==> config.mk <==
export PLATFORM = sky130hd
export DESIGN_NAME = modport_bridge
export DESIGN_NICKNAME = d
export VERILOG_FILES = /design/src/rtl/bridge_pkg.sv /design/src/rtl/apb_slave_decoder.sv /design/src/rtl/modport_bridge.sv
export SDC_FILE = /design/constraint.sdc
export NUM_CORES = 1
export LEC_CHECK = 0
export BUFFER_PORTS_ARGS = -buffer_cell sky130_fd_sc_hd__clkbuf_2
export CAP_MARGIN = 20
export CORE_AREA = 2 2 176 178
export CTS_CLUSTER_DIAMETER = 40
export DETAILED_ROUTE_END_ITERATION = 12
export DIE_AREA = 0 0 178 180
export GPL_TIMING_DRIVEN = 0
export SYNTH_ARGS = -nofsm -noshare
export SYNTH_HDL_FRONTEND = slang
export SYNTH_HIERARCHICAL = 1
export SYNTH_SLANG_ARGS = --single-unit
==> constraint.sdc <==
create_clock -name clock -period 5.6 [get_ports clock]
set_clock_uncertainty 0.2 [all_clocks]
set_input_delay 0.84 -clock clock [delete_from_list [all_inputs] [get_ports clock]]
set_output_delay 0.84 -clock clock [all_outputs]
set_load 0.1 [all_outputs]
==> src/rtl/bridge_pkg.sv <==
// Shared types for the AHB-Lite to APB bridge: FSM states, HTRANS encodings and HRESP values.
package bridge_pkg;

  typedef enum logic [2:0] {
    ST_IDLE   = 3'd0,
    ST_LATCH  = 3'd1,
    ST_SETUP  = 3'd2,
    ST_ACCESS = 3'd3,
    ST_ERR1   = 3'd4,
    ST_ERR2   = 3'd5
  } bridge_state_t;

  localparam logic [1:0] HTRANS_IDLE   = 2'd0;
  localparam logic [1:0] HTRANS_BUSY   = 2'd1;
  localparam logic [1:0] HTRANS_NONSEQ = 2'd2;
  localparam logic [1:0] HTRANS_SEQ    = 2'd3;

  localparam logic HRESP_OKAY  = 1'b0;
  localparam logic HRESP_ERROR = 1'b1;

endpackage

==> src/rtl/apb_slave_decoder.sv <==
// Decodes the slave-index field of an AHB address into a one-hot APB select
// and flags indices that do not map to an existing slave.
module apb_slave_decoder
  import bridge_pkg::*;
#(
  parameter int ADDRESS_WIDTH = 32,
  parameter int NO_OF_SLAVES  = 8,
  parameter int SEL_LSB       = 16
) (
  input  logic [ADDRESS_WIDTH-1:0] addr,
  output logic [NO_OF_SLAVES-1:0]  sel,
  output logic                     valid
);

  localparam int IDX_W = (NO_OF_SLAVES > 1) ? $clog2(NO_OF_SLAVES) : 1;

  logic [IDX_W-1:0] idx_s;
  logic             unused_addr;

  assign idx_s       = addr[SEL_LSB +: IDX_W];
  assign unused_addr = ^addr;

  // Index to one-hot; a single slave has a zero-width field and always matches.
  always_comb begin
    sel   = '0;
    valid = 1'b0;
    if (NO_OF_SLAVES == 1) begin
      sel[0] = 1'b1;
      valid  = 1'b1;
    end else begin
      for (int i = 0; i < NO_OF_SLAVES; i++) begin
        if (idx_s == i[IDX_W-1:0]) begin
          sel[i] = 1'b1;
          valid  = 1'b1;
        end else begin
          sel[i] = 1'b0;
        end
      end
    end
  end

endmodule

==> src/rtl/modport_bridge.sv <==
// AHB-Lite slave to APB master bridge: one AHB transfer at a time, converted to an APB setup/access pair.
// Optional byte strobes on a PSTRB output when APB_PSTRB_EN is defined.
module modport_bridge
  import bridge_pkg::*;
#(
  parameter int ADDRESS_WIDTH = 32,
  parameter int DATA_WIDTH    = 32,
  parameter int NO_OF_SLAVES  = 8,
  parameter int SEL_LSB       = 16
) (
  input  logic                     clock,
  input  logic                     reset_n,
  input  logic                     HSEL,
  input  logic [ADDRESS_WIDTH-1:0] HADDR,
  input  logic [1:0]               HTRANS,
  input  logic                     HWRITE,
  input  logic [2:0]               HSIZE,
  input  logic [DATA_WIDTH-1:0]    HWDATA,
  input  logic                     HREADY,
  output logic                     HREADYOUT,
  output logic                     HRESP,
  output logic [DATA_WIDTH-1:0]    HRDATA,
  output logic [ADDRESS_WIDTH-1:0] PADDR,
  output logic                     PWRITE,
  output logic [DATA_WIDTH-1:0]    PWDATA,
  output logic [NO_OF_SLAVES-1:0]  PSELx,
  output logic                     PENABLE,
`ifdef APB_PSTRB_EN
  output logic [DATA_WIDTH/8-1:0]  PSTRB,
`endif
  input  logic [NO_OF_SLAVES-1:0]  PREADY,
  input  logic [NO_OF_SLAVES-1:0]  PSLVERR,
  input  logic [DATA_WIDTH-1:0]    PRDATA [NO_OF_SLAVES]
);

  bridge_state_t state_r;
  bridge_state_t next_state_s;

  logic [ADDRESS_WIDTH-1:0] addr_r;
  logic                     write_r;
  logic [NO_OF_SLAVES-1:0]  sel_r;
  logic [2:0]               size_r;

  logic                     active_s;
  logic                     accept_s;
  logic [NO_OF_SLAVES-1:0]  dec_sel_s;
  logic                     dec_valid_s;
  logic                     pready_sel_s;
  logic                     pslverr_sel_s;
  logic [DATA_WIDTH-1:0]    prdata_sel_s;

  apb_slave_decoder #(
    .ADDRESS_WIDTH (ADDRESS_WIDTH),
    .NO_OF_SLAVES  (NO_OF_SLAVES),
    .SEL_LSB       (SEL_LSB)
  ) u_decoder (
    .addr  (HADDR),
    .sel   (dec_sel_s),
    .valid (dec_valid_s)
  );

  // Only NONSEQ/SEQ carry a transfer; IDLE and BUSY get a zero-wait OKAY.
  always_comb begin
    active_s = 1'b0;
    case (HTRANS)
      HTRANS_NONSEQ, HTRANS_SEQ: active_s = 1'b1;
      HTRANS_IDLE, HTRANS_BUSY:  active_s = 1'b0;
      default:                   active_s = 1'b0;
    endcase
  end

  assign accept_s = HSEL && HREADY && active_s &&
                    ((state_r == ST_IDLE) || (state_r == ST_ERR2));

  // PSELx stays one-hot on the addressed slave for the whole transfer, so it doubles as the return mux select.
  assign pready_sel_s  = |(PREADY & PSELx);
  assign pslverr_sel_s = |(PSLVERR & PSELx);

  // Read-data return mux.
  always_comb begin
    prdata_sel_s = '0;
    for (int i = 0; i < NO_OF_SLAVES; i++) begin
      if (PSELx[i]) begin
        prdata_sel_s = prdata_sel_s | PRDATA[i];
      end else begin
        prdata_sel_s = prdata_sel_s;
      end
    end
  end

  // Next-state logic.
  always_comb begin
    next_state_s = state_r;
    case (state_r)
      ST_IDLE, ST_ERR2: begin
        if (accept_s) begin
          next_state_s = dec_valid_s ? ST_LATCH : ST_ERR1;
        end else begin
          next_state_s = ST_IDLE;
        end
      end
      ST_LATCH: next_state_s = ST_SETUP;
      ST_SETUP: next_state_s = ST_ACCESS;
      ST_ACCESS: begin
        if (pready_sel_s) begin
          next_state_s = pslverr_sel_s ? ST_ERR1 : ST_IDLE;
        end else begin
          next_state_s = ST_ACCESS;
        end
      end
      ST_ERR1: next_state_s = ST_ERR2;
      default: next_state_s = ST_IDLE;
    endcase
  end

  // State register.
  always_ff @(posedge clock or negedge reset_n) begin
    if (!reset_n) begin
      state_r <= ST_IDLE;
    end else begin
      state_r <= next_state_s;
    end
  end

  // Address-phase capture.
  always_ff @(posedge clock or negedge reset_n) begin
    if (!reset_n) begin
      addr_r  <= '0;
      write_r <= 1'b0;
      sel_r   <= '0;
      size_r  <= 3'd0;
    end else if (accept_s) begin
      addr_r  <= HADDR;
      write_r <= HWRITE;
      sel_r   <= dec_sel_s;
      size_r  <= HSIZE;
    end
  end

`ifdef APB_PSTRB_EN
  localparam int NB = DATA_WIDTH / 8;
  localparam int LW = (NB > 1) ? $clog2(NB) : 1;

  function automatic logic [NB-1:0] lane_mask(input logic [2:0] size, input logic [LW-1:0] off);
    logic [NB-1:0] one_lane;
    logic [NB-1:0] two_lanes;
    logic [LW-1:0] half_off;
    one_lane  = {{(NB-1){1'b0}}, 1'b1};
    two_lanes = {{(NB-2){1'b0}}, 2'b11};
    half_off  = {off[LW-1:1], 1'b0};
    case (size)
      3'd0:    return one_lane << off;
      3'd1:    return two_lanes << half_off;
      default: return {NB{1'b1}};
    endcase
  endfunction

  // Strobes launch with PADDR; reads never assert a lane.
  always_ff @(posedge clock or negedge reset_n) begin
    if (!reset_n) begin
      PSTRB <= '0;
    end else if (state_r == ST_LATCH) begin
      PSTRB <= write_r ? lane_mask(size_r, addr_r[LW-1:0]) : '0;
    end
  end
`else
  logic unused_size;
  assign unused_size = ^size_r;
`endif

  // APB request outputs; address and data launch on the LATCH->SETUP edge and hold through ACCESS.
  always_ff @(posedge clock or negedge reset_n) begin
    if (!reset_n) begin
      PADDR   <= '0;
      PWRITE  <= 1'b0;
      PWDATA  <= '0;
      PSELx   <= '0;
      PENABLE <= 1'b0;
    end else begin
      if (state_r == ST_LATCH) begin
        PADDR  <= addr_r;
        PWRITE <= write_r;
        PWDATA <= HWDATA;
      end
      PSELx   <= ((next_state_s == ST_SETUP) || (next_state_s == ST_ACCESS)) ? sel_r : '0;
      PENABLE <= (next_state_s == ST_ACCESS);
    end
  end

  // AHB response outputs, registered from the next state so they line up with it.
  always_ff @(posedge clock or negedge reset_n) begin
    if (!reset_n) begin
      HREADYOUT <= 1'b1;
      HRESP     <= HRESP_OKAY;
      HRDATA    <= '0;
    end else begin
      HREADYOUT <= (next_state_s == ST_IDLE) || (next_state_s == ST_ERR2);
      HRESP     <= ((next_state_s == ST_ERR1) || (next_state_s == ST_ERR2)) ? HRESP_ERROR : HRESP_OKAY;
      if ((state_r == ST_ACCESS) && pready_sel_s && !pslverr_sel_s && !PWRITE) begin
        HRDATA <= prdata_sel_s;
      end
    end
  end

endmodule

---- Word-level counts from Yosys, hierarchy flattened ----
Index checks and enable logic that the tools add are counted.
word-level totals
  flip-flop bits (word level) ............. 152
  input port bits ......................... 346
cells by class
  reductions and logical operators ........ 21
  mux-type cells .......................... 31
  bitwise operators ....................... 9
  equal/unequal tests ..................... 19
operators by type and width
  kind                  number
  $mux W32              8
  $or A32 B32 Y32       7
  $eq A3 B3 Y1 const B  8
  $eq A3 B2 Y1 const B  6
  $and A8 B8 Y8         2
  $mux W1               16
  $reduce_or A8 Y1      2
  $pmux W3 S5           1
  $mux W3               4
  $logic_not A3 Y1      3
  $mux W8               1
  $eq A3 B1 Y1 const B  2
  $logic_and A1 B1 Y1   6
  $reduce_or A2 Y1      3
  $eq A2 B2 Y1 const B  2
  $logic_or A1 B1 Y1    4
  $eq A2 B1 Y1 const B  1
  $logic_not A1 Y1      2
  $logic_not A2 Y1      1
  $pmux W1 S2           1

---- Longest topological paths before layout ----
Gate-level depths: netlist of the first run.
  depth in word-level cells ............... 15
  mapped depth ............................ 7
  gate-level depth less buffers ........... 5

---- By module ----
Netlist of the first run, hierarchy kept.
modules (own cells, without submodules)
  module             times used  cells each  area each (um2)
  modport_bridge     1           536         7194.4
  apb_slave_decoder  1           10          76.3

---- Worst setup path after synthesis of the first run ----
No wires, ideal clock.
  path type ............................... reg2reg
  from .................................... reg PSELx[2]
  to ...................................... reg HRDATA[10]
  library setup time ...................... 125 ps
  cell stages (with the launch flop) ...... 7
  period minus slack after synthesis ...... 2569 ps
  slack ................................... 3031 ps
  data arrival time ....................... 2244 ps
  path through ............................ dfrtp_1 buf_2 a22oi_1 a31oi_4 nand3_4 buf_12 mux2_4
on the way
  word-level cells in the longest chain between the ends .. 11
  elaborated cells on any way between the ends .. 19
  those cells by class .................... 6 x mux; 7 x bitwise; 6 x reduce/logical
RTL lines
  item                      RTL line               source
  start: declaration        modport_bridge.sv:26   output logic [NO_OF_SLAVES-1:0] PSELx,
  start signal: assignment  modport_bridge.sv:185  PSELx <= ((next_state_s == ST_SETUP) || (next_state_s == ST_ACCESS)) ? sel_r : '0;
  $mux W32                  modport_bridge.sv:83   if (PSELx[i]) begin
  $or A32 B32 Y32           modport_bridge.sv:84   prdata_sel_s = prdata_sel_s | PRDATA[i];
  $mux W32                  modport_bridge.sv:83
  $or A32 B32 Y32           modport_bridge.sv:84
  $mux W32                  modport_bridge.sv:83
  $or A32 B32 Y32           modport_bridge.sv:84
  $mux W32                  modport_bridge.sv:83
  $or A32 B32 Y32           modport_bridge.sv:84
  $mux W32                  modport_bridge.sv:83
  $or A32 B32 Y32           modport_bridge.sv:84
  $mux W32                  modport_bridge.sv:83
  end signal: assignment    modport_bridge.sv:200  HRDATA <= prdata_sel_s;
  end: declaration          modport_bridge.sv:22   output logic [DATA_WIDTH-1:0] HRDATA,
Several ways; a longest one is shown, not always the timed one.
A chain may end at the register's enable or synchronous reset.

---- Worst setup path in the final report of the first run ----
  from .................................... reg HREADYOUT
  to ...................................... out HREADYOUT
RTL lines
  item                      RTL line               source
  start: declaration        modport_bridge.sv:20   output logic HREADYOUT,
  start signal: assignment  modport_bridge.sv:197  HREADYOUT <= (next_state_s == ST_IDLE) || (next_state_s == ST_ERR2);
No word-level cell between the ends.

==> results of run 1 <==
flip-flops by register name, summed over array words and instances, names as in the netlist:
register,count
HRDATA,32
HREADYOUT,1
HRESP,1
PADDR,32
PENABLE,1
PSELx,8
PWDATA,32
PWRITE,1
addr_r,32
sel_r,8
state_r,3
write_r,1
area by class of cell:
type	instances	area [sq um]
clock buffers	18	429
clock inverters	14	165
flip-flops and latches	152	3800
diodes	8	20.0
fillers	3055	19500
repair buffers	450	2280
plain buffers	48	264
multi-input cells	346	3200
well taps	396	495
routing by layer:
metal	routed length [um]	part of all wire, %	vias to the layer above
li1	-	-	3080
met1	12900	37	3501
met2	16500	47	504
met3	4050	12	70
met4	1310	3.8	6
met5	33	0.095	-
where the power goes:
| group | leakage (nW) | internal [mW] | switching (mW) |
|---|---|---|---|
| Clock | 0.278 | 0.670 | 0.521 |
| Combinational | 3.28 | 0.641 | 2.59 |
| Sequential | 2.01 | 1.42 | 0.178 |
through the flow:
step | power, mW | util, % | worst slack, ps | instances
floorplan | 4.20 | - | 3030 | 546
global placement | 4.82 | 33.2 | 668 | 1391
detailed placement | 4.85 | 33.3 | 2840 | 1392
CTS | 6.07 | 35.3 | 3060 | 1424
global route | 6.22 | 35.3 | 3070 | 1430
finish | 6.02 | 35.3 | 3150 | 1432
final timing paths:
path | to | slack (ps) | from
setup reg to reg | HRDATA[29] | 3170 | PSELx[3]
max in group asynchronous | HRDATA[31] | 4140 | reset_n
hold reg to reg | PSELx[6] | 280 | sel_r[6]
setup / recovery | HREADYOUT | 3150 | HREADYOUT
min in group clock | PSELx[6] | 280 | sel_r[6]
hold / removal | PWDATA[27] | 200 | reset_n
cells in the final DEF, fill, tap and decap left out, types with 2 or more instances in the layout:
cell type,synthesis,layout
bufinv_16,0,2
buf_12,3,3
nor2_1,5,5
nand2_1,4,4
inv_6,0,3
a21oi_1,2,2
clkbuf_2,0,448
dfrtp_1,151,151
diode_2,0,8
mux2_4,30,30
buf_1,6,6
clkbuf_16,0,17
clkinv_4,0,3
mux2_2,108,108
nor3b_1,4,4
nand4_1,32,32
and3b_2,3,3
clkinvlp_4,0,4
inv_8,0,2
a22oi_1,134,134
nor3_1,2,2
clkbuf_1,18,19
buf_2,19,19
and2_1,8,8
cells by family (layout without fill, tap and decap cells):
kind of cell           Yosys count  count (layout)  synth area share [%]
XOR/XNOR                         1               1                 0.120
flip-flops                     152             152                  52.3
multiplexers                   138             138                  22.9
other                            1               9                0.0516
AND/OR/NAND/NOR                 65              65                  5.83
AO/OA/AOI/OAI                  141             141                  15.1
buffers and inverters           48             530                  3.63
==> flow_metrics.tcl, run 1 <==
set metrics [dict create \
    hold_class "in -> async" \
    final_area_sq_um 10700 \
    yosysTopAreaCell "dfrtp_1" \
    dr.pass1.iters 7 \
    overflow 0 \
    met2_usage_pct 33.8 \
    syn_nets 892 \
    rsz0062_at_grt "no" \
    setup_viol_count_final 0 \
    path_max_fanout 1 \
    post-cts-setup-buffers 0 \
    dr.first_iter.drc_count 587 \
    vias_per_cell 5.00 \
    path_cells "clkbuf_2" \
    core_sq_um 30200 \
    grt_max_degree 92 \
    cts_hold_buf 0 \
    status "finished clean" \
    slew_headroom_pct 25.1 \
    vias 7161 \
    cp_top_family "flip-flops" \
    ys_types 33 \
    drc 0 \
    routed_wl_um 34800 \
    nNetsFinal 1361 \
    grt_pass1_wl_um 48600 \
    critPathBufInv 1 \
    synth-seq-cells 152 \
    cts_tree "yes" \
    synth_cells 546 \
    cts_made_buffers 17 \
    start_kind "flop" \
    start_util_pct 24.1 \
    timing.hold.ws_ps 203 \
    cts_resized 0 \
    clock_latency_ps 420 \
    yosysMostFrequentCell "dfrtp_1" \
    critPathSlowestCell "dfstp_2" \
    drive_gt1_share_pct 63.5 \
    antenna_found_initial 10 \
    reg2reg_depth 5 \
    path_class "reg -> out" \
    post-route-min-period_ps 2450 \
    port_buffers 449 \
    top_usage_layer "met2" \
    grt_pass1_vias 7220 \
    cp.depth 1 \
    p_leak_nw 5.57 \
    synth_area_leaders "dfrtp_1 52%, mux2_2 17%, a22oi_1 14%" \
    wl_per_cell_um 24.3 \
    tightest_slew_ps 1120 \
    finalHoldViolCount 0 \
    critical-path-max-stage-delay_ps 510 \
    ant_nets 0 \
    io_pins 454 \
    syn_area_sq_um 7270 \
    met3_usage_pct 7.87 \
    synth_common_cells "151 x dfrtp_1, 134 x a22oi_1, 108 x mux2_2, 32 x nand4_1, 30 x mux2_4" \
    die_w_um 178 \
    final_max_slew_viol_count 0 \
    htree_levels 4 \
    place_congestion 0.983 \
    hpwl_um 27900 \
    ys.flop_type "dfrtp_1" \
    cp_data_required_time_ps 4560 \
    fp.dieH_um 180 \
    vdd_drop_max_mv 0.418 \
    synth_edf_count 0 \
    row_count 64 \
    async_flop_share_pct 100 \
    cts_root_buf "clkbuf_16" \
    synth_warnings 6 \
    cap_violations 0 \
    grtUsageMet1_pct 24.9 \
    placed_cell_area_sq_um 10000 \
    clk_path_buf_depth 2 \
    tns_ps 0 \
    fmax_mhz 408 \
    power_density_nw_per_um2 564 \
    grt.total_usage_pct 21.1 \
    syn_area_per_cell_sq_um 13.3 \
    critical_path_arrival_ps 1410 \
    cp-end-kind "output pin" \
    die_area_sq_um 32000 \
    cts.sinks 152 \
    ys_seq_area_share_pct 52.3 \
    finalCritPeriodShare_pct 43.7 \
    area_growth_pct 46.7 \
    path_clk_slew_ps 70 \
    synth_top_cell_area_share_pct 52.0 \
]
Note: power is estimated with default switching activity, not from simulation.
==> run 2: changes to the inputs <==
- clock period: 5.6 -> 2.2 ns (I/O delays scaled with it)
==> run 2 against run 1 <==
  * The flow now finishes with violations (negative setup slack)
  * Register-to-register slack got worse by 3200 ps
  * Flip-flop and latch count unchanged
  * Utilization rose by 3.1 points
  * Wire length increased by 6.5%
  * Clock power grew to 2.7 times the previous value
  * First-iteration DRC count is 21% lower
  * Sequential share of layout area is 2.8 points lower
  * Die area unchanged
  * Final area rose by 8.8%
  * Critical path type is now reg -> reg
  * Highest routed layer unchanged
==> flow_metrics.tcl, run 2 (synthesis results as in run 1) <==
set metrics [dict create \
    die_w_um 178 \
    hold_class "in -> reg" \
    clk_path_buf_depth 2 \
    violations "negative setup slack" \
    cts_made_buffers 17 \
    cts_root_buf "clkbuf_16" \
    start_util_pct 24.1 \
    r2r_start "PSELx[0]" \
    path_max_fanout 5 \
    fmax_mhz 446 \
    vias_per_cell 4.89 \
    grt_pass1_wl_um 51700 \
    grt_pass1_vias 7582 \
    dr.first_iter.drc_count 464 \
    reg2reg_depth 7 \
    rsz0062_at_grt "yes" \
    start_kind "flop" \
    area_growth_pct 59.6 \
    hpwl_um 28800 \
    post-route-min-period_ps 2240 \
    drive_gt1_share_pct 62.8 \
    final_common_cell "clkbuf_2" \
    dr.pass1.iters 5 \
    overflow 0 \
    grt.total_usage_pct 22.6 \
    htree_levels 4 \
    cp_data_required_time_ps 2300 \
    vdd_drop_max_mv 0.956 \
    tightest_slew_ps 940 \
    hold_depth 4 \
    final_max_slew_viol_count 0 \
    setup_viol_count_final 25 \
    drc 0 \
    cts.sinks 152 \
    slew_headroom_pct 37.3 \
    p_leak_nw 5.97 \
    status "finished, violations left" \
    port_buffers 449 \
    cp-end-kind "flop" \
    path_clk_slew_ps 70 \
    finalHoldViolCount 0 \
    routed_wl_um 37000 \
    power_mw 15.8 \
    wl_per_cell_um 24.5 \
    fin_ws_ps -40.2 \
    die_area_sq_um 32000 \
    clock_latency_ps 430 \
    worstSetupStartpoint "PSELx[0]" \
    utilization_pct 38.4 \
    vias 7395 \
    finalCritPeriodShare_pct 102 \
    hold_path.startpoint "PRDATA[45]" \
    cts_tree "yes" \
    core_sq_um 30200 \
    antenna_found_initial 16 \
    place_congestion 0.949 \
    fill_cells 3036 \
    layout_common_cells "455 x clkbuf_2, 143 x dfrtp_1, 125 x a22oi_1, 107 x mux2_2, 63 x dlygate4sd3_1" \
    cap_violations 0 \
    io_pins 454 \
    power_density_nw_per_um2 1360 \
    fp.dieH_um 180 \
    critical_path_arrival_ps 2350 \
    path_class "reg -> reg" \
    ant_nets 0 \
    row_count 64 \
    nNetsFinal 1435 \
    grt_max_degree 93 \
]
## run 2: per-stage QoR
step	instance area (sq um)	setup TNS, ps	std cells	hold WS, ps	setup WS [ps]
detailed placement	10100	-15150	1392	149	-361
floorplan	7290	-3870	546	-166	-127
global route	11600	-3350	1507	47.2	-139
finish	11600	-725	1511	70.1	-40.2
global placement	10000	-348140	1391	260	-2820
CTS	11600	-3420	1502	33.5	-135
## run 2: worst paths after layout
check	end	slack (ps)
hold / removal	HRDATA[13]	70
setup reg to reg	HRDATA[19]	-40
setup / recovery	HRDATA[19]	-40
max in group asynchronous	PSELx[1]	700
min in group asynchronous	PWDATA[28]	230
hold reg to reg	PSELx[0]	280
## run 2: worst max-delay path: stages, from the launching register on
cell and delay [ps]:
dfrtp_4 490, a22o_4 260, a221oi_4 290, a31oi_4 140
nand3_4 140, buf_8 150, buf_12 130, mux2_4 290
## run 2: layout make-up
| cell class | count | area (sq um) | area share [%] |
|---|---|---|---|
| diodes | 13 | 32.5 | 0.280 |
| plain buffers | 45 | 269 | 2.32 |
| clock buffers | 22 | 484 | 4.17 |
| clock inverters | 10 | 156 | 1.35 |
| multi-input cells | 346 | 3260 | 28.1 |
| flip-flops and latches | 152 | 3820 | 32.9 |
| well taps | 396 | 495 | 4.27 |
| repair buffers | 527 | 3090 | 26.6 |
## run 2: routing by layer
metal	GRT usage, %	vias to the layer above	share of wire [%]
li1	-	3238	-
met4	8.75	8	2.6
met5	0	-	0.13
met3	7.85	56	10
met2	38.7	441	50
met1	25.8	3652	37
## run 2: where the power goes
| part | switching, mW | internal [mW] |
|---|---|---|
| sequential | 0.472 | 3.61 |
| combinational | 6.66 | 1.80 |
| clock | 1.30 | 1.94 |
| total | 8.43 | 7.34 |
## run 2: repair_timing
action	4_1_cts	5_1_grt
hold buffers	63	0
endpoints found under the setup margin	78	117
buffers inserted	15	0
pin swaps	3	4
hold endpoints to repair	122	0
gates cloned	3	0
gates resized for setup	26	16
==> run 3: changes to the inputs <==
- ABC_AREA: default -> 1
- CORE_AREA: 2 2 176 178 -> 2 2 177 179
- DIE_AREA: 0 0 178 180 -> 0 0 179 181
==> run 3 against run 2 <==
  * The run now ends clean
  * Sequential power grew 17%
  * Clock power shrank 7.7%
  * Combinational power up 57%
  * Critical path depth fell by 1
  * Flip-flop and latch count did not move
  * Area after synthesis rose by 3.7%
  * Cell count is 22% higher
  * Count of clock-buffer cells in the layout decreased by 5
  * Utilization fell by 0.26 points
  * Non-clock buffer count is 2 higher
  * Critical endpoint is now HRDATA[3]
  * Largest cell class unchanged
  * Highest routed layer unchanged
==> flow_metrics.tcl, run 3 <==
set metrics [dict create \
    status "finished clean" \
    grt_pass1_vias 8500 \
    grt.total_usage_pct 21.7 \
    vdd_drop_max_mv 1.15 \
    critPathBufInv 2 \
    start_util_pct 24.8 \
    pre_cts_slack_ps -20.9 \
    routed_wl_um 36100 \
    synth-seq-cells 152 \
    slew_headroom_pct 40.6 \
    clock_latency_ps 420 \
    p_leak_nw 6.23 \
    r2r_start "PSELx[4]" \
    antenna_found_initial 8 \
    layout_common_cells "451 x clkbuf_2, 283 x nand2_1, 147 x dfrtp_1, 84 x nor2_1, 64 x dlygate4sd3_1" \
    syn_nets 1246 \
    place_congestion 0.978 \
    ys_types 29 \
    start_kind "flop" \
    fp.dieH_um 181 \
    final_area_sq_um 11600 \
    power_mw 21.1 \
    place_inst 1746 \
    dr.first_iter.drc_count 471 \
    worst_path_most_repeated_cell "nand2_1" \
    cp-end-kind "flop" \
    nNetsFinal 1779 \
    port_buffers 449 \
    tns_ps 0 \
    utilization_pct 38.2 \
    grt_max_degree 86 \
    power_density_nw_per_um2 1820 \
    finalHoldViolCount 0 \
    path_max_fanout 10 \
    final_max_slew_viol_count 0 \
    cts_made_buffers 17 \
    rsz0062_at_grt "no" \
    critPathSlowestCell "clkbuf_1" \
    synth_cells 900 \
    htree_levels 4 \
    finalCritPeriodShare_pct 97.1 \
    vias_per_cell 4.54 \
    final_common_cell "clkbuf_2" \
    synth_top_cell_area_share_pct 50.1 \
    die_area_sq_um 32400 \
    ys.flop_type "dfrtp_1" \
    dr.pass1.iters 5 \
    drive_gt1_share_pct 39.2 \
    overflow 0 \
    fmax_mhz 468 \
    post-route-min-period_ps 2140 \
    ys_seq_area_share_pct 50.5 \
    yosysMostFrequentCell "nand2_1" \
    clk_path_buf_depth 2 \
    area_growth_pct 53.7 \
    critical-path-max-stage-delay_ps 590 \
    placed_cell_area_sq_um 10300 \
    hold_class "in -> reg" \
    io_pins 454 \
    worstSetupStartpoint "PSELx[4]" \
    yosysTopAreaCell "dfrtp_1" \
    ant_nets 0 \
    timing.hold.ws_ps 19.6 \
    wl_per_cell_um 19.5 \
    cap_violations 0 \
    path_cells "buf_2 > clkbuf_1 > nand2_1 > nand4_1 > o21ai_0 > nand2_1" \
    tightest_slew_ps 891 \
    async_flop_share_pct 100 \
    multi_input_area_sq_um 3230 \
    regToRegSetupSlack_ps 60 \
    fill_cells 3208 \
    die_w_um 179 \
    hold_path.startpoint "HADDR[17]" \
    core_sq_um 30300 \
    cp_top_family "buffers and inverters" \
    syn_area_sq_um 7540 \
    cts.sinks 152 \
    synth_warnings 6 \
    row_count 64 \
    fin_ws_ps 63.6 \
    synth_common_cells "283 x nand2_1, 151 x dfrtp_1, 85 x nor2_1, 62 x o21ai_0, 49 x a22o_1" \
    final-seq-area_sq_um 3810 \
    synth_edf_count 0 \
    cts_tree "yes" \
    path_clk_slew_ps 70 \
    post_layout_nonfiller_instances 1849 \
    cp_data_required_time_ps 2360 \
    hpwl_um 28400 \
    cts_root_buf "clkbuf_16" \
    drc 0 \
    grt_pass1_wl_um 51700 \
    synth_area_leaders "dfrtp_1 50%, nand2_1 14%, a22o_1 5.7%" \
    path_class "reg -> reg" \
    syn_area_per_cell_sq_um 8.38 \
    critical_path_arrival_ps 2290 \
    vias 8401 \
    setup_viol_count_final 0 \
]
-- run 3: cell types whose count changed after synthesis, moves of 11 or more --
cell and delta:
a22o_1 +49, o21ai_0 +62, a21oi_1 +40, mux2_2 -76, a22oi_1 -134, inv_1 +48
o21ai_1 +23, clkbuf_1 +11, nor2_1 +80, mux2_4 -30, nand2_1 +279
-- run 3: per-layer routing --
metal  global-route usage [%]  part of all wire, %  up-vias
met2                     37.6                   49      369
li1                         -                    -     4049
met5                        0                0.036        -
met4                     9.72                  4.0        2
met3                     5.70                  8.3       56
met1                     24.8                   38     3925
-- run 3: path summary, 6_finish.rpt --
check | end | cells after the start
setup / recovery | HRDATA[3] | 6
hold / removal | addr_r[17] | 3
setup reg to reg | HRDATA[3] | 6
hold reg to reg | PADDR[26] | 2
max in group asynchronous | PWDATA[14] | 3
min in group asynchronous | addr_r[12] | 2
-- run 3: kinds of logic (layout without fill, tap and decap cells) --
group,after synthesis,count (layout),share of synthesized area (%)
mux,32,32,4.78
compound gates,178,178,14.3
flops,152,152,50.5
buf+inv,112,658,6.74
simple gates,425,425,23.7
other cells,1,8,0.0497
-- run 3: area by class of cell --
type	count	area share, %
tap	396	4.28
clock buffer	17	3.67
clock inverter	15	1.51
multi-input combinational	636	27.9
inverter	52	1.68
sequential	152	32.9
buffer	60	2.71
antenna	7	0.151
timing repair buffer	514	25.2
-- run 3: where the power goes --
| part | switching, mW | internal [mW] |
|---|---|---|
| Clock | 1.45 | 1.54 |
| Combinational | 10.7 | 2.58 |
| Sequential | 0.645 | 4.14 |
-- run 3: repair_timing --
action                     in CTS  in global routing
hold endpoints to repair      130                  0
hold buffers                   64                  0
resized for setup               1                  3
setup buffers                   0                  0
setup endpoints to repair       1                  9
-- run 3: worst min-delay path, stage by stage --
cell and delay (ps):
clkbuf_2 120, nor2_1 110, a21oi_1 40
